<file path="config.mk">
export PLATFORM = sky130hd
export DESIGN_NAME = apb_master_n_flat
export DESIGN_NICKNAME = d
export VERILOG_FILES = /design/src/rtl/apb_pkg.sv /design/src/rtl/apb_master_n_if.sv /design/src/rtl/apb_addr_decode.sv /design/src/rtl/apb_master_n.sv /design/src/flat_wrapper.sv
export SDC_FILE = /design/constraint.sdc
export NUM_CORES = 1
export LEC_CHECK = 0
export BUFFER_PORTS_ARGS = -buffer_cell sky130_fd_sc_hd__buf_2
export CAP_MARGIN = 25
export CORE_AREA = 2 2 127 129
export DETAILED_ROUTE_END_ITERATION = 8
export DIE_AREA = 0 0 129 131
export PLACE_DENSITY = 0.68
export SLEW_MARGIN = 20
export SYNTH_ARGS = -nofsm -noshare
export SYNTH_HDL_FRONTEND = slang
export SYNTH_HIERARCHICAL = 1
export SYNTH_SLANG_ARGS = --single-unit
</file>
<file path="constraint.sdc">
create_clock -name pclk -period 2.65 [get_ports pclk]
set_clock_uncertainty 0.2 [all_clocks]
set_input_delay 0.6625 -clock pclk [delete_from_list [all_inputs] [get_ports pclk]]
set_output_delay 0.6625 -clock pclk [all_outputs]
set_load 0.1 [all_outputs]
</file>
<file path="src/rtl/apb_pkg.sv">
`default_nettype none
// ============================================================================
//  Module      : apb_pkg
//  Description : Shared types and helpers for the APB requester: transfer
//                state encoding, protection-field width and a constant
//                ceil(log2) helper used to size index and counter fields.
//  Revision    : 1.0 - initial release
// ============================================================================
package apb_pkg;

    localparam int PROT_W = 3;

    typedef enum logic [1:0] {
        ST_IDLE   = 2'd0,
        ST_SETUP  = 2'd1,
        ST_ACCESS = 2'd2,
        ST_DERR   = 2'd3
    } apb_state_e;

    // ceil(log2(value)); returns 0 for value <= 1.
    function automatic int clog2(input int value);
        int result;
        int v;
        result = 0;
        v      = value - 1;
        while (v > 0) begin
            result = result + 1;
            v      = v >> 1;
        end
        return result;
    endfunction

endpackage
`default_nettype wire

</file>
<file path="src/rtl/apb_master_n_if.sv">
`default_nettype none
// ============================================================================
//  Module      : apb_master_n_if
//  Description : Command/response port plus the shared APB bus of the
//                requester.
//                master modport : requester view (drives cmd_ready, rsp_*,
//                                 psel/penable/paddr/pwrite/pwdata/pstrb/pprot)
//                slave modport  : command source + completer view
//  Revision    : 1.0 - initial release
// ============================================================================
interface apb_master_n_if #(
    parameter int ADDR_W  = 32,
    parameter int DATA_W  = 32,
    parameter int NUM_SLV = 4
);
    logic                        cmd_valid;
    logic                        cmd_ready;
    logic [ADDR_W-1:0]           cmd_addr;
    logic                        cmd_write;
    logic [DATA_W-1:0]           cmd_wdata;
    logic [DATA_W/8-1:0]         cmd_strb;
    logic [apb_pkg::PROT_W-1:0]  cmd_prot;

    logic                        rsp_valid;
    logic [DATA_W-1:0]           rsp_rdata;
    logic                        rsp_err;
    logic                        rsp_timeout;

    logic [NUM_SLV-1:0]          psel;
    logic                        penable;
    logic [ADDR_W-1:0]           paddr;
    logic                        pwrite;
    logic [DATA_W-1:0]           pwdata;
    logic [DATA_W/8-1:0]         pstrb;
    logic [apb_pkg::PROT_W-1:0]  pprot;
    logic [NUM_SLV*DATA_W-1:0]   prdata;
    logic [NUM_SLV-1:0]          pready;
    logic [NUM_SLV-1:0]          pslverr;

    modport master (
        input  cmd_valid, cmd_addr, cmd_write, cmd_wdata, cmd_strb, cmd_prot,
        input  prdata, pready, pslverr,
        output cmd_ready, rsp_valid, rsp_rdata, rsp_err, rsp_timeout,
        output psel, penable, paddr, pwrite, pwdata, pstrb, pprot
    );

    modport slave (
        output cmd_valid, cmd_addr, cmd_write, cmd_wdata, cmd_strb, cmd_prot,
        output prdata, pready, pslverr,
        input  cmd_ready, rsp_valid, rsp_rdata, rsp_err, rsp_timeout,
        input  psel, penable, paddr, pwrite, pwdata, pstrb, pprot
    );

endinterface
`default_nettype wire

</file>
<file path="src/rtl/apb_addr_decode.sv">
`default_nettype none
// ============================================================================
//  Module      : apb_addr_decode
//  Description : Combinational completer decode. Takes the index field
//                addr[SEL_LSB +: IDX_W] and produces a one-hot select;
//                an index with no completer behind it raises err.
//  Ports       : addr (in, ADDR_W) - command address
//                sel  (out, NUM_SLV) - one-hot completer select
//                err  (out, 1)       - index >= NUM_SLV
//  Revision    : 1.0 - initial release
// ============================================================================
module apb_addr_decode
    import apb_pkg::*;
#(
    parameter int ADDR_W  = 32,
    parameter int NUM_SLV = 4,
    parameter int SEL_LSB = 12
) (
    input  wire logic [ADDR_W-1:0]  addr,
    output logic      [NUM_SLV-1:0] sel,
    output logic                    err
);

    localparam int IDX_W = (NUM_SLV > 1) ? clog2(NUM_SLV) : 1;

    logic [IDX_W-1:0] w_idx;
    logic             unused_addr;

    assign w_idx       = addr[SEL_LSB +: IDX_W];
    // Only the index field selects a completer; the remaining bits are
    // carried on paddr by the requester.
    assign unused_addr = ^addr;

    // An index matching no completer leaves sel all-zero, which is exactly
    // the decode-error condition.
    always_comb begin
        sel = '0;
        for (int i = 0; i < NUM_SLV; i++) begin
            sel[i] = (w_idx == IDX_W'(i));
        end
    end

    assign err = ~|sel;

endmodule
`default_nettype wire

</file>
<file path="src/rtl/apb_master_n.sv">
`default_nettype none
// ============================================================================
//  Module      : apb_master_n
//  Description : APB4 requester for NUM_SLV completers. Accepts one command
//                per valid/ready handshake, runs SETUP/ACCESS on the bus,
//                returns a one-cycle registered response. Supports
//                back-to-back issue, decode errors and wait-state timeout.
//  Ports       : pclk, preset (async, active-low)
//                bus (apb_master_n_if.master) - command, response, APB bus
//  Revision    : 1.0 - initial release
// ============================================================================
module apb_master_n
    import apb_pkg::*;
#(
    parameter int ADDR_W  = 32,
    parameter int DATA_W  = 32,
    parameter int NUM_SLV = 4,
    parameter int SEL_LSB = 12,
    parameter int TIMEOUT = 16
) (
    input  wire logic       pclk,
    input  wire logic       preset,
    apb_master_n_if.master  bus
);

    localparam int STRB_W = DATA_W / 8;
    localparam int CNT_W  = (clog2(TIMEOUT + 1) > 0) ? clog2(TIMEOUT + 1) : 1;
    localparam bit TMO_EN = (TIMEOUT != 0);
    localparam logic [CNT_W-1:0] TMO_LAST = CNT_W'(TIMEOUT - 1);

    apb_state_e           state_q,       state_d;
    logic [NUM_SLV-1:0]   psel_q,        psel_d;
    logic                 penable_q,     penable_d;
    logic [ADDR_W-1:0]    paddr_q,       paddr_d;
    logic                 pwrite_q,      pwrite_d;
    logic [DATA_W-1:0]    pwdata_q,      pwdata_d;
    logic [STRB_W-1:0]    pstrb_q,       pstrb_d;
    logic [PROT_W-1:0]    pprot_q,       pprot_d;
    logic [CNT_W-1:0]     cnt_q,         cnt_d;
    logic                 rsp_valid_q,   rsp_valid_d;
    logic [DATA_W-1:0]    rsp_rdata_q,   rsp_rdata_d;
    logic                 rsp_err_q,     rsp_err_d;
    logic                 rsp_timeout_q, rsp_timeout_d;

    logic [NUM_SLV-1:0]   w_dec_sel;
    logic                 w_dec_err;
    logic                 w_sel_ready;
    logic                 w_sel_err;
    logic [DATA_W-1:0]    w_sel_rdata;
    logic                 w_cmd_ready;
    logic                 w_accept;

    apb_addr_decode #(
        .ADDR_W  (ADDR_W),
        .NUM_SLV (NUM_SLV),
        .SEL_LSB (SEL_LSB)
    ) u_addr_decode (
        .addr (bus.cmd_addr),
        .sel  (w_dec_sel),
        .err  (w_dec_err)
    );

    // psel_q doubles as the registered one-hot slave index, so the
    // completer-side mux is a plain AND-OR against it.
    assign w_sel_ready = |(bus.pready  & psel_q);
    assign w_sel_err   = |(bus.pslverr & psel_q);

    always_comb begin
        w_sel_rdata = '0;
        for (int i = 0; i < NUM_SLV; i++) begin
            if (psel_q[i]) begin
                w_sel_rdata = w_sel_rdata | bus.prdata[i*DATA_W +: DATA_W];
            end
        end
    end

    // Ready in IDLE, or on the completing ACCESS cycle for back-to-back
    // issue. Gated by preset so nothing is offered while in reset.
    assign w_cmd_ready = preset & ((state_q == ST_IDLE) |
                                   ((state_q == ST_ACCESS) & w_sel_ready));
    assign w_accept    = bus.cmd_valid & w_cmd_ready;

    always_comb begin
        state_d       = state_q;
        psel_d        = psel_q;
        penable_d     = penable_q;
        paddr_d       = paddr_q;
        pwrite_d      = pwrite_q;
        pwdata_d      = pwdata_q;
        pstrb_d       = pstrb_q;
        pprot_d       = pprot_q;
        cnt_d         = cnt_q;
        rsp_valid_d   = 1'b0;
        rsp_rdata_d   = '0;
        rsp_err_d     = 1'b0;
        rsp_timeout_d = 1'b0;

        if (w_accept) begin
            paddr_d   = bus.cmd_addr;
            pwrite_d  = bus.cmd_write;
            pwdata_d  = bus.cmd_wdata;
            pstrb_d   = bus.cmd_write ? bus.cmd_strb : '0;
            pprot_d   = bus.cmd_prot;
            psel_d    = w_dec_err ? '0 : w_dec_sel;
            penable_d = 1'b0;
            state_d   = w_dec_err ? ST_DERR : ST_SETUP;
        end

        unique case (state_q)
            ST_SETUP: begin
                state_d   = ST_ACCESS;
                penable_d = 1'b1;
                cnt_d     = '0;
            end
            ST_ACCESS: begin
                // pready wins over an expiring count on the same cycle.
                if (w_sel_ready) begin
                    rsp_valid_d = 1'b1;
                    rsp_err_d   = w_sel_err;
                    rsp_rdata_d = (pwrite_q || w_sel_err) ? '0 : w_sel_rdata;
                    if (!w_accept) begin
                        state_d   = ST_IDLE;
                        psel_d    = '0;
                        penable_d = 1'b0;
                    end
                end else if (TMO_EN && (cnt_q == TMO_LAST)) begin
                    state_d       = ST_IDLE;
                    psel_d        = '0;
                    penable_d     = 1'b0;
                    rsp_valid_d   = 1'b1;
                    rsp_err_d     = 1'b1;
                    rsp_timeout_d = 1'b1;
                end else begin
                    cnt_d = cnt_q + CNT_W'(1);
                end
            end
            ST_DERR: begin
                state_d     = ST_IDLE;
                rsp_valid_d = 1'b1;
                rsp_err_d   = 1'b1;
            end
            default: begin
            end
        endcase
    end

    always_ff @(posedge pclk or negedge preset) begin
        if (!preset) begin
            state_q       <= ST_IDLE;
            psel_q        <= '0;
            penable_q     <= 1'b0;
            paddr_q       <= '0;
            pwrite_q      <= 1'b0;
            pwdata_q      <= '0;
            pstrb_q       <= '0;
            pprot_q       <= '0;
            cnt_q         <= '0;
            rsp_valid_q   <= 1'b0;
            rsp_rdata_q   <= '0;
            rsp_err_q     <= 1'b0;
            rsp_timeout_q <= 1'b0;
        end else begin
            state_q       <= state_d;
            psel_q        <= psel_d;
            penable_q     <= penable_d;
            paddr_q       <= paddr_d;
            pwrite_q      <= pwrite_d;
            pwdata_q      <= pwdata_d;
            pstrb_q       <= pstrb_d;
            pprot_q       <= pprot_d;
            cnt_q         <= cnt_d;
            rsp_valid_q   <= rsp_valid_d;
            rsp_rdata_q   <= rsp_rdata_d;
            rsp_err_q     <= rsp_err_d;
            rsp_timeout_q <= rsp_timeout_d;
        end
    end

    assign bus.cmd_ready   = w_cmd_ready;
    assign bus.psel        = psel_q;
    assign bus.penable     = penable_q;
    assign bus.paddr       = paddr_q;
    assign bus.pwrite      = pwrite_q;
    assign bus.pwdata      = pwdata_q;
    assign bus.pstrb       = pstrb_q;
    assign bus.pprot       = pprot_q;
    assign bus.rsp_valid   = rsp_valid_q;
    assign bus.rsp_rdata   = rsp_rdata_q;
    assign bus.rsp_err     = rsp_err_q;
    assign bus.rsp_timeout = rsp_timeout_q;

endmodule
`default_nettype wire
</file>
<file path="src/flat_wrapper.sv">
// flat-port wrapper written by rule: the top's interface ports become plain ports
module apb_master_n_flat import apb_pkg::*;
#(
    parameter int ADDR_W  = 32,
    parameter int DATA_W  = 32,
    parameter int NUM_SLV = 4,
    parameter int SEL_LSB = 12,
    parameter int TIMEOUT = 16
)
  (pclk, preset, bus_cmd_valid, bus_cmd_addr, bus_cmd_write, bus_cmd_wdata, bus_cmd_strb, bus_cmd_prot, bus_prdata, bus_pready, bus_pslverr, bus_cmd_ready, bus_rsp_valid, bus_rsp_rdata, bus_rsp_err, bus_rsp_timeout, bus_psel, bus_penable, bus_paddr, bus_pwrite, bus_pwdata, bus_pstrb, bus_pprot);
  apb_master_n_if #(.ADDR_W(ADDR_W), .DATA_W(DATA_W), .NUM_SLV(NUM_SLV)) bus_i ();
  input  wire logic pclk;
  input  wire logic preset;
  input wire logic [$bits(bus_i.cmd_valid)-1:0] bus_cmd_valid;
  input wire logic [$bits(bus_i.cmd_addr)-1:0] bus_cmd_addr;
  input wire logic [$bits(bus_i.cmd_write)-1:0] bus_cmd_write;
  input wire logic [$bits(bus_i.cmd_wdata)-1:0] bus_cmd_wdata;
  input wire logic [$bits(bus_i.cmd_strb)-1:0] bus_cmd_strb;
  input wire logic [$bits(bus_i.cmd_prot)-1:0] bus_cmd_prot;
  input wire logic [$bits(bus_i.prdata)-1:0] bus_prdata;
  input wire logic [$bits(bus_i.pready)-1:0] bus_pready;
  input wire logic [$bits(bus_i.pslverr)-1:0] bus_pslverr;
  output wire logic [$bits(bus_i.cmd_ready)-1:0] bus_cmd_ready;
  output wire logic [$bits(bus_i.rsp_valid)-1:0] bus_rsp_valid;
  output wire logic [$bits(bus_i.rsp_rdata)-1:0] bus_rsp_rdata;
  output wire logic [$bits(bus_i.rsp_err)-1:0] bus_rsp_err;
  output wire logic [$bits(bus_i.rsp_timeout)-1:0] bus_rsp_timeout;
  output wire logic [$bits(bus_i.psel)-1:0] bus_psel;
  output wire logic [$bits(bus_i.penable)-1:0] bus_penable;
  output wire logic [$bits(bus_i.paddr)-1:0] bus_paddr;
  output wire logic [$bits(bus_i.pwrite)-1:0] bus_pwrite;
  output wire logic [$bits(bus_i.pwdata)-1:0] bus_pwdata;
  output wire logic [$bits(bus_i.pstrb)-1:0] bus_pstrb;
  output wire logic [$bits(bus_i.pprot)-1:0] bus_pprot;
  assign bus_i.cmd_valid = bus_cmd_valid;
  assign bus_i.cmd_addr = bus_cmd_addr;
  assign bus_i.cmd_write = bus_cmd_write;
  assign bus_i.cmd_wdata = bus_cmd_wdata;
  assign bus_i.cmd_strb = bus_cmd_strb;
  assign bus_i.cmd_prot = bus_cmd_prot;
  assign bus_i.prdata = bus_prdata;
  assign bus_i.pready = bus_pready;
  assign bus_i.pslverr = bus_pslverr;
  assign bus_cmd_ready = bus_i.cmd_ready;
  assign bus_rsp_valid = bus_i.rsp_valid;
  assign bus_rsp_rdata = bus_i.rsp_rdata;
  assign bus_rsp_err = bus_i.rsp_err;
  assign bus_rsp_timeout = bus_i.rsp_timeout;
  assign bus_psel = bus_i.psel;
  assign bus_penable = bus_i.penable;
  assign bus_paddr = bus_i.paddr;
  assign bus_pwrite = bus_i.pwrite;
  assign bus_pwdata = bus_i.pwdata;
  assign bus_pstrb = bus_i.pstrb;
  assign bus_pprot = bus_i.pprot;
  apb_master_n #(.ADDR_W(ADDR_W), .DATA_W(DATA_W), .NUM_SLV(NUM_SLV), .SEL_LSB(SEL_LSB), .TIMEOUT(TIMEOUT)) u_core (.pclk(pclk), .preset(preset), .bus(bus_i));
endmodule
</file>
==> flow_metrics.py, run 1 <==
metrics = {
    "die": {
        "die_h_um": 131,
        "start_util": 0.332,
        "chipWidth_um": 129,
        "io_pins": 324,
        "row_count": 46,
        "die_area_um2": 16900,
        "core-area_um2": 15600,
    },
    "drt": {
        "ant_nets": 0,
        "drt-vias-per-instance": 4.85,
        "vias": 4603,
        "drt_wl_total_mm": 15.7,
        "first_iter_violations": 374,
        "first_pass_iters": 5,
        "drc": 0,
        "wl_per_cell_um": 16.5,
    },
    "place": {
        "numPortBuffers": 323,
        "hpwl_mm": 11.7,
        "place_congestion": 0.846,
    },
    "cells_and_area": {
        "seq_area_um2": 2990,
        "multi_input_area_um2": 1990,
        "drive_gt1_frac": 0.521,
        "syn2layout_area_growth_pct": 46.8,
        "num-fill-cells": 1469,
        "diodes": 0,
        "fin_nets": 940,
    },
    "timing": {
        "post-route-period-util": 0.968,
        "final.min_clock_period_ps": 2570,
        "tightestPinTransition_ps": 730,
        "rsz0062_at_grt": "no",
        "worst_slew_margin_rel": 0.513,
        "finalMaxSlewViolations": 0,
        "setup_viol": 0,
        "hold_viol": 0,
        "fmax_ghz": 0.390,
        "fin_setup_tns_ps": 0,
    },
    "setup_path": {
        "cp.arrival_ps": 1700,
        "critPathSlowestCell": "dfrtp_4",
        "critPathMaxStageDelay_ps": 530,
        "cp_max_fo": 7,
        "path_class": "reg2out",
        "crit_end": "bus_cmd_ready",
        "crit_path_start": "u_core/bus.psel[2]",
        "cp_cell_sequence": "a22o_1, o21ai_2, a21boi_4, buf_12",
        "reg2reg_from": "u_core/cnt_q[0]",
        "r2r-end": "u_core/bus.psel[0]",
        "r2r_cells": 6,
        "required_ps": 1790,
        "crit_path_end_kind": "output port",
        "ff2ff_setup_slack_ps": 340,
        "worstSetupStartpointType": "flop",
    },
    "synthesis": {
        "syn_inst": 397,
        "ys_ff_latch": 119,
        "yosys-top-cells-area": "dfrtp_1 58%, mux2_1 14%, a22oi_1 9.3%",
        "synth_warnings": 6,
        "netlist.area_leader.share": 0.576,
        "yosysTopAreaCell": "dfrtp_1",
        "postSynthAreaPerCell_um2": 13.0,
        "synth_cell_types": 39,
        "synth_nets": 615,
        "ys_seq_area_frac": 0.576,
        "netlist_area_um2": 5170,
    },
    "global_route": {
        "grt_max_degree": 117,
        "grt_overflow_total": 0,
        "grt_usage": 0.175,
        "grt_pass1_wl_mm": 22.4,
        "antenna_found_initial": 0,
        "grt_pass1_vias": 4187,
    },
    "min_path": {
        "worstHoldPathType": "in2async",
    },
    "clocking": {
        "htree_levels": 4,
        "clk_latency_ps": 400,
        "cts_sinks": 119,
        "cts_tree": "yes",
        "cts.path.max_buffers": 2,
        "postCtsSetupRepairBufs": 0,
        "clock-root-buffer": "clkbuf_16",
        "cts_buffers": 17,
        "path_clk_slew_ps": 50,
    },
    "run_status": {
        "outcome": "finished clean",
    },
    "flow_run": {
        "drv_cap": 0,
    },
}
## flip-flops by register name, indices dropped and copies added, names as in the netlist
signal                  flops
u_core/bus.paddr           32
u_core/bus.penable          1
u_core/bus.pprot            3
u_core/bus.psel             4
u_core/bus.pstrb            4
u_core/bus.pwdata          32
u_core/bus.pwrite           1
u_core/bus.rsp_err          1
u_core/bus.rsp_rdata       32
u_core/bus.rsp_timeout      1
u_core/bus.rsp_valid        1
u_core/cnt_q                5
u_core/state_q              2
## per-stage QoR
stage | utilization | area, µm² | hold WS [ps] | setup WS (ps) | instances
3_5_place_dp | 0.450 | 7010 | 258 | 192 | 918
3_3_place_gp | 0.450 | 7010 | 264 | 207 | 918
5_1_grt | 0.487 | 7590 | 242 | 5.14 | 949
2_1_floorplan | - | 5210 | 167 | 24.8 | 397
6_report | 0.487 | 7590 | 126 | 84.9 | 949
4_1_cts | 0.487 | 7590 | 238 | 2.08 | 949
## cells in the mapped netlist (all sizes together)
cell,count
a211oi,3
a221oi,1
a21oi,36
nor2,4
nand2,14
o31ai,1
buf,16
a22oi,66
o211ai,2
a21boi,1
mux2i,6
a32o,1
conb,1
and2b,1
clkbuf,12
nor4b,1
inv,8
a22o,7
mux2,68
a21o,1
nor2b,2
nand4b,1
and2,1
nand3,3
a2111oi,1
o21ai,5
dfrtp,119
or3b,1
nand2b,2
ha,7
nand4,1
nor3,1
or2,1
and3,2
## final cells by class
type / instances / area share
multi-input cells: 242 / 0.262
flip-flops and latches: 119 / 0.394
clock buffers: 20 / 0.0601
well taps: 216 / 0.0356
inverters: 8 / 0.00395
repair buffers: 334 / 0.230
clock inverters: 10 / 0.0138
## worst max-delay path: cells and delay by family (launching register included)
kind	cells	cell delay (ps)
flip-flops	1	530
AO/OA/AOI/OAI	3	600
buffers and inverters	1	170
## how the worst min path moves through the flow
stage | startpoint | cells past startpoint | slack, ps | end
floorplan | preset | 0 | 170 | u_core/bus.paddr[0]
global route | preset | 2 | 240 | u_core/cnt_q[2]
detailed placement | u_core/cnt_q[3] | 1 | 260 | u_core/cnt_q[3]
CTS | preset | 2 | 240 | u_core/cnt_q[2]
global placement | u_core/cnt_q[3] | 1 | 260 | u_core/cnt_q[3]
finish | preset | 2 | 130 | u_core/cnt_q[1]
## timing repair
item,in CTS,in global routing
endpoints found under the hold margin,3,0
gates resized for setup,3,3
pin swaps,0,1
setup endpoints to repair,1,2
hold buffers,1,0
## per-layer routing
layer | wire length [µm] | global-route usage
met4 | 134 | 0.0582
met1 | 6710 | 0.243
met3 | 1460 | 0.0550
met2 | 7370 | 0.260
met5 | 0 | 0
## cells by family after synthesis
family                   synth area share
adder cells (fa/ha/maj)            0.0169
AO/OA/AOI/OAI                       0.170
multiplexers                        0.160
buffers and inverters              0.0426
flip-flops                          0.576
AND/OR/NAND/NOR                    0.0348
other                            0.000725
## layout by cell type, fill, tap and decap left out, types with 6 or more instances in the layout
master	Yosys	layout
buf_2	5	320
dfrtp_1	119	114
mux2_1	65	65
a22oi_1	64	64
a21oi_1	35	35
clkbuf_16	0	17
nand2_1	14	14
buf_4	1	9
a22o_1	7	7
clkinv_2	0	6
inv_1	8	6
mux2i_1	6	6
ha_1	7	6
Power of run 1 is not shown: default switching activity piles up to over one toggle a cycle in this logic, so the estimate is an artifact.
==> run 2: changes to the inputs <==
--- a/config.mk
+++ b/config.mk
@@ -11,6 +11,7 @@
 export DETAILED_ROUTE_END_ITERATION = 8
 export DIE_AREA = 0 0 129 131
 export PLACE_DENSITY = 0.68
+export REMOVE_ABC_BUFFERS = 1
 export SLEW_MARGIN = 20
 export SYNTH_ARGS = -nofsm -noshare
 export SYNTH_HDL_FRONTEND = slang
==> flow_metrics.py, run 2 (same netlist as run 1, synthesis figures left out) <==
metrics = {
    "place": {
        "place_congestion": 0.844,
        "hpwl_mm": 12.0,
        "numPortBuffers": 323,
        "placedCellCount": 930,
    },
    "timing": {
        "fmax_ghz": 0.397,
        "worst_slew_margin_rel": 0.478,
        "tightestPinTransition_ps": 783,
        "finalMaxSlewViolations": 0,
        "hold_viol": 0,
        "rsz0062_at_grt": "no",
        "final.min_clock_period_ps": 2520,
        "fin_setup_tns_ps": 0,
        "post-route-period-util": 0.951,
        "setup_viol": 0,
    },
    "drt": {
        "wl_per_cell_um": 16.2,
        "drt-vias-per-instance": 4.74,
        "drc": 0,
        "drt_wl_total_mm": 15.6,
        "ant_nets": 0,
        "vias": 4561,
        "first_pass_iters": 4,
        "first_iter_violations": 176,
    },
    "clocking": {
        "cts_sinks": 119,
        "cts_buffers": 17,
        "clk_latency_ps": 420,
        "cts_tree": "yes",
        "htree_levels": 4,
        "path_clk_slew_ps": 60,
        "clock-root-buffer": "clkbuf_16",
        "cts.path.max_buffers": 2,
    },
    "die": {
        "start_util": 0.332,
        "io_pins": 324,
        "die_h_um": 131,
        "die_area_um2": 16900,
        "row_count": 46,
        "core-area_um2": 15600,
        "chipWidth_um": 129,
    },
    "cells_and_area": {
        "fin_nets": 951,
        "drive_gt1_frac": 0.523,
        "final_common_cell": "buf_2",
        "num-fill-cells": 1441,
        "layout_common_cells": "317 x buf_2, 119 x dfrtp_1, 65 x mux2_1, 64 x a22oi_1, 35 x a21oi_1",
        "layoutNonFillerInstCount": 962,
        "syn2layout_area_growth_pct": 50.8,
    },
    "global_route": {
        "antenna_found_initial": 1,
        "grt_overflow_total": 0,
        "grt_pass1_wl_mm": 22.6,
        "grt_pass1_vias": 4332,
        "grt_max_degree": 64,
        "grt_usage": 0.178,
    },
    "min_path": {
        "worstHoldPathType": "in2async",
    },
    "setup_path": {
        "cp_max_fo": 5,
        "path_class": "reg2out",
        "required_ps": 1790,
        "worstSetupStartpointType": "flop",
        "cp.arrival_ps": 1660,
        "crit_path_end_kind": "output port",
    },
    "flow_run": {
        "drv_cap": 0,
    },
    "run_status": {
        "outcome": "finished clean",
    },
}
==> run 2: routing by layer <==
| layer | wire length, µm | part of all wire | GRT usage |
|---|---|---|---|
| met4 | 333 | 0.021 | 0.0780 |
| met2 | 7910 | 0.51 | 0.302 |
| met3 | 1210 | 0.077 | 0.0537 |
| met5 | 0 | 0 | 0 |
| met1 | 6140 | 0.39 | 0.209 |
==> run 2: worst paths after layout <==
path / startpoint / to / slack [ps] / cells past startpoint
setup / recovery: u_core/state_q[1] / bus_cmd_ready / 130 / 5
hold / removal: preset / u_core/bus.psel[3] / 70 / 2
setup reg to reg: u_core/cnt_q[0] / u_core/bus.psel[2] / 320 / 6
hold reg to reg: u_core/cnt_q[3] / u_core/cnt_q[3] / 260 / 1
max in group asynchronous: preset / u_core/bus.rsp_rdata[24] / 980 / 3
min in group pclk: bus_cmd_wdata[23] / u_core/bus.pwdata[23] / 260 / 2
==> run 2: final cells by class <==
cell class	count	area [µm²]	area share
Antenna cell	1	2.50	0.000321
Tap cell	216	270	0.0346
Inverter	8	30.0	0.00385
Clock inverter	13	195	0.0250
Multi-Input combinational cell	242	1990	0.255
Sequential cell	119	2980	0.382
Clock buffer	18	439	0.0563
Timing Repair Buffer	345	1900	0.243
==> run 2: critical path: stages (launching register included) <==
cell and delay, ps:
dfrtp_1 460, inv_2 130, ha_1 180, inv_1 90, a21boi_2 190, buf_12 190
==> run 2: through the flow <==
stage               utilization  setup slack [ps]  hold WS [ps]  area [µm²]
detailed placement        0.458               135           269        7150
floorplan                     -             -2400           167        4980
global placement          0.458               161           259        7150
global route              0.500              26.5           101        7800
CTS                       0.500              62.4          75.6        7800
finish                    0.500               131          72.4        7800
==> run 2: timing repair <==
action	4_1_cts	5_1_grt
cloned	0	0
buffers inserted	0	0
hold buffers	0	0
setup endpoints to repair	1	1
pin swaps	1	0
gates resized for setup	4	3
Power of run 2 is left out for the same reason.
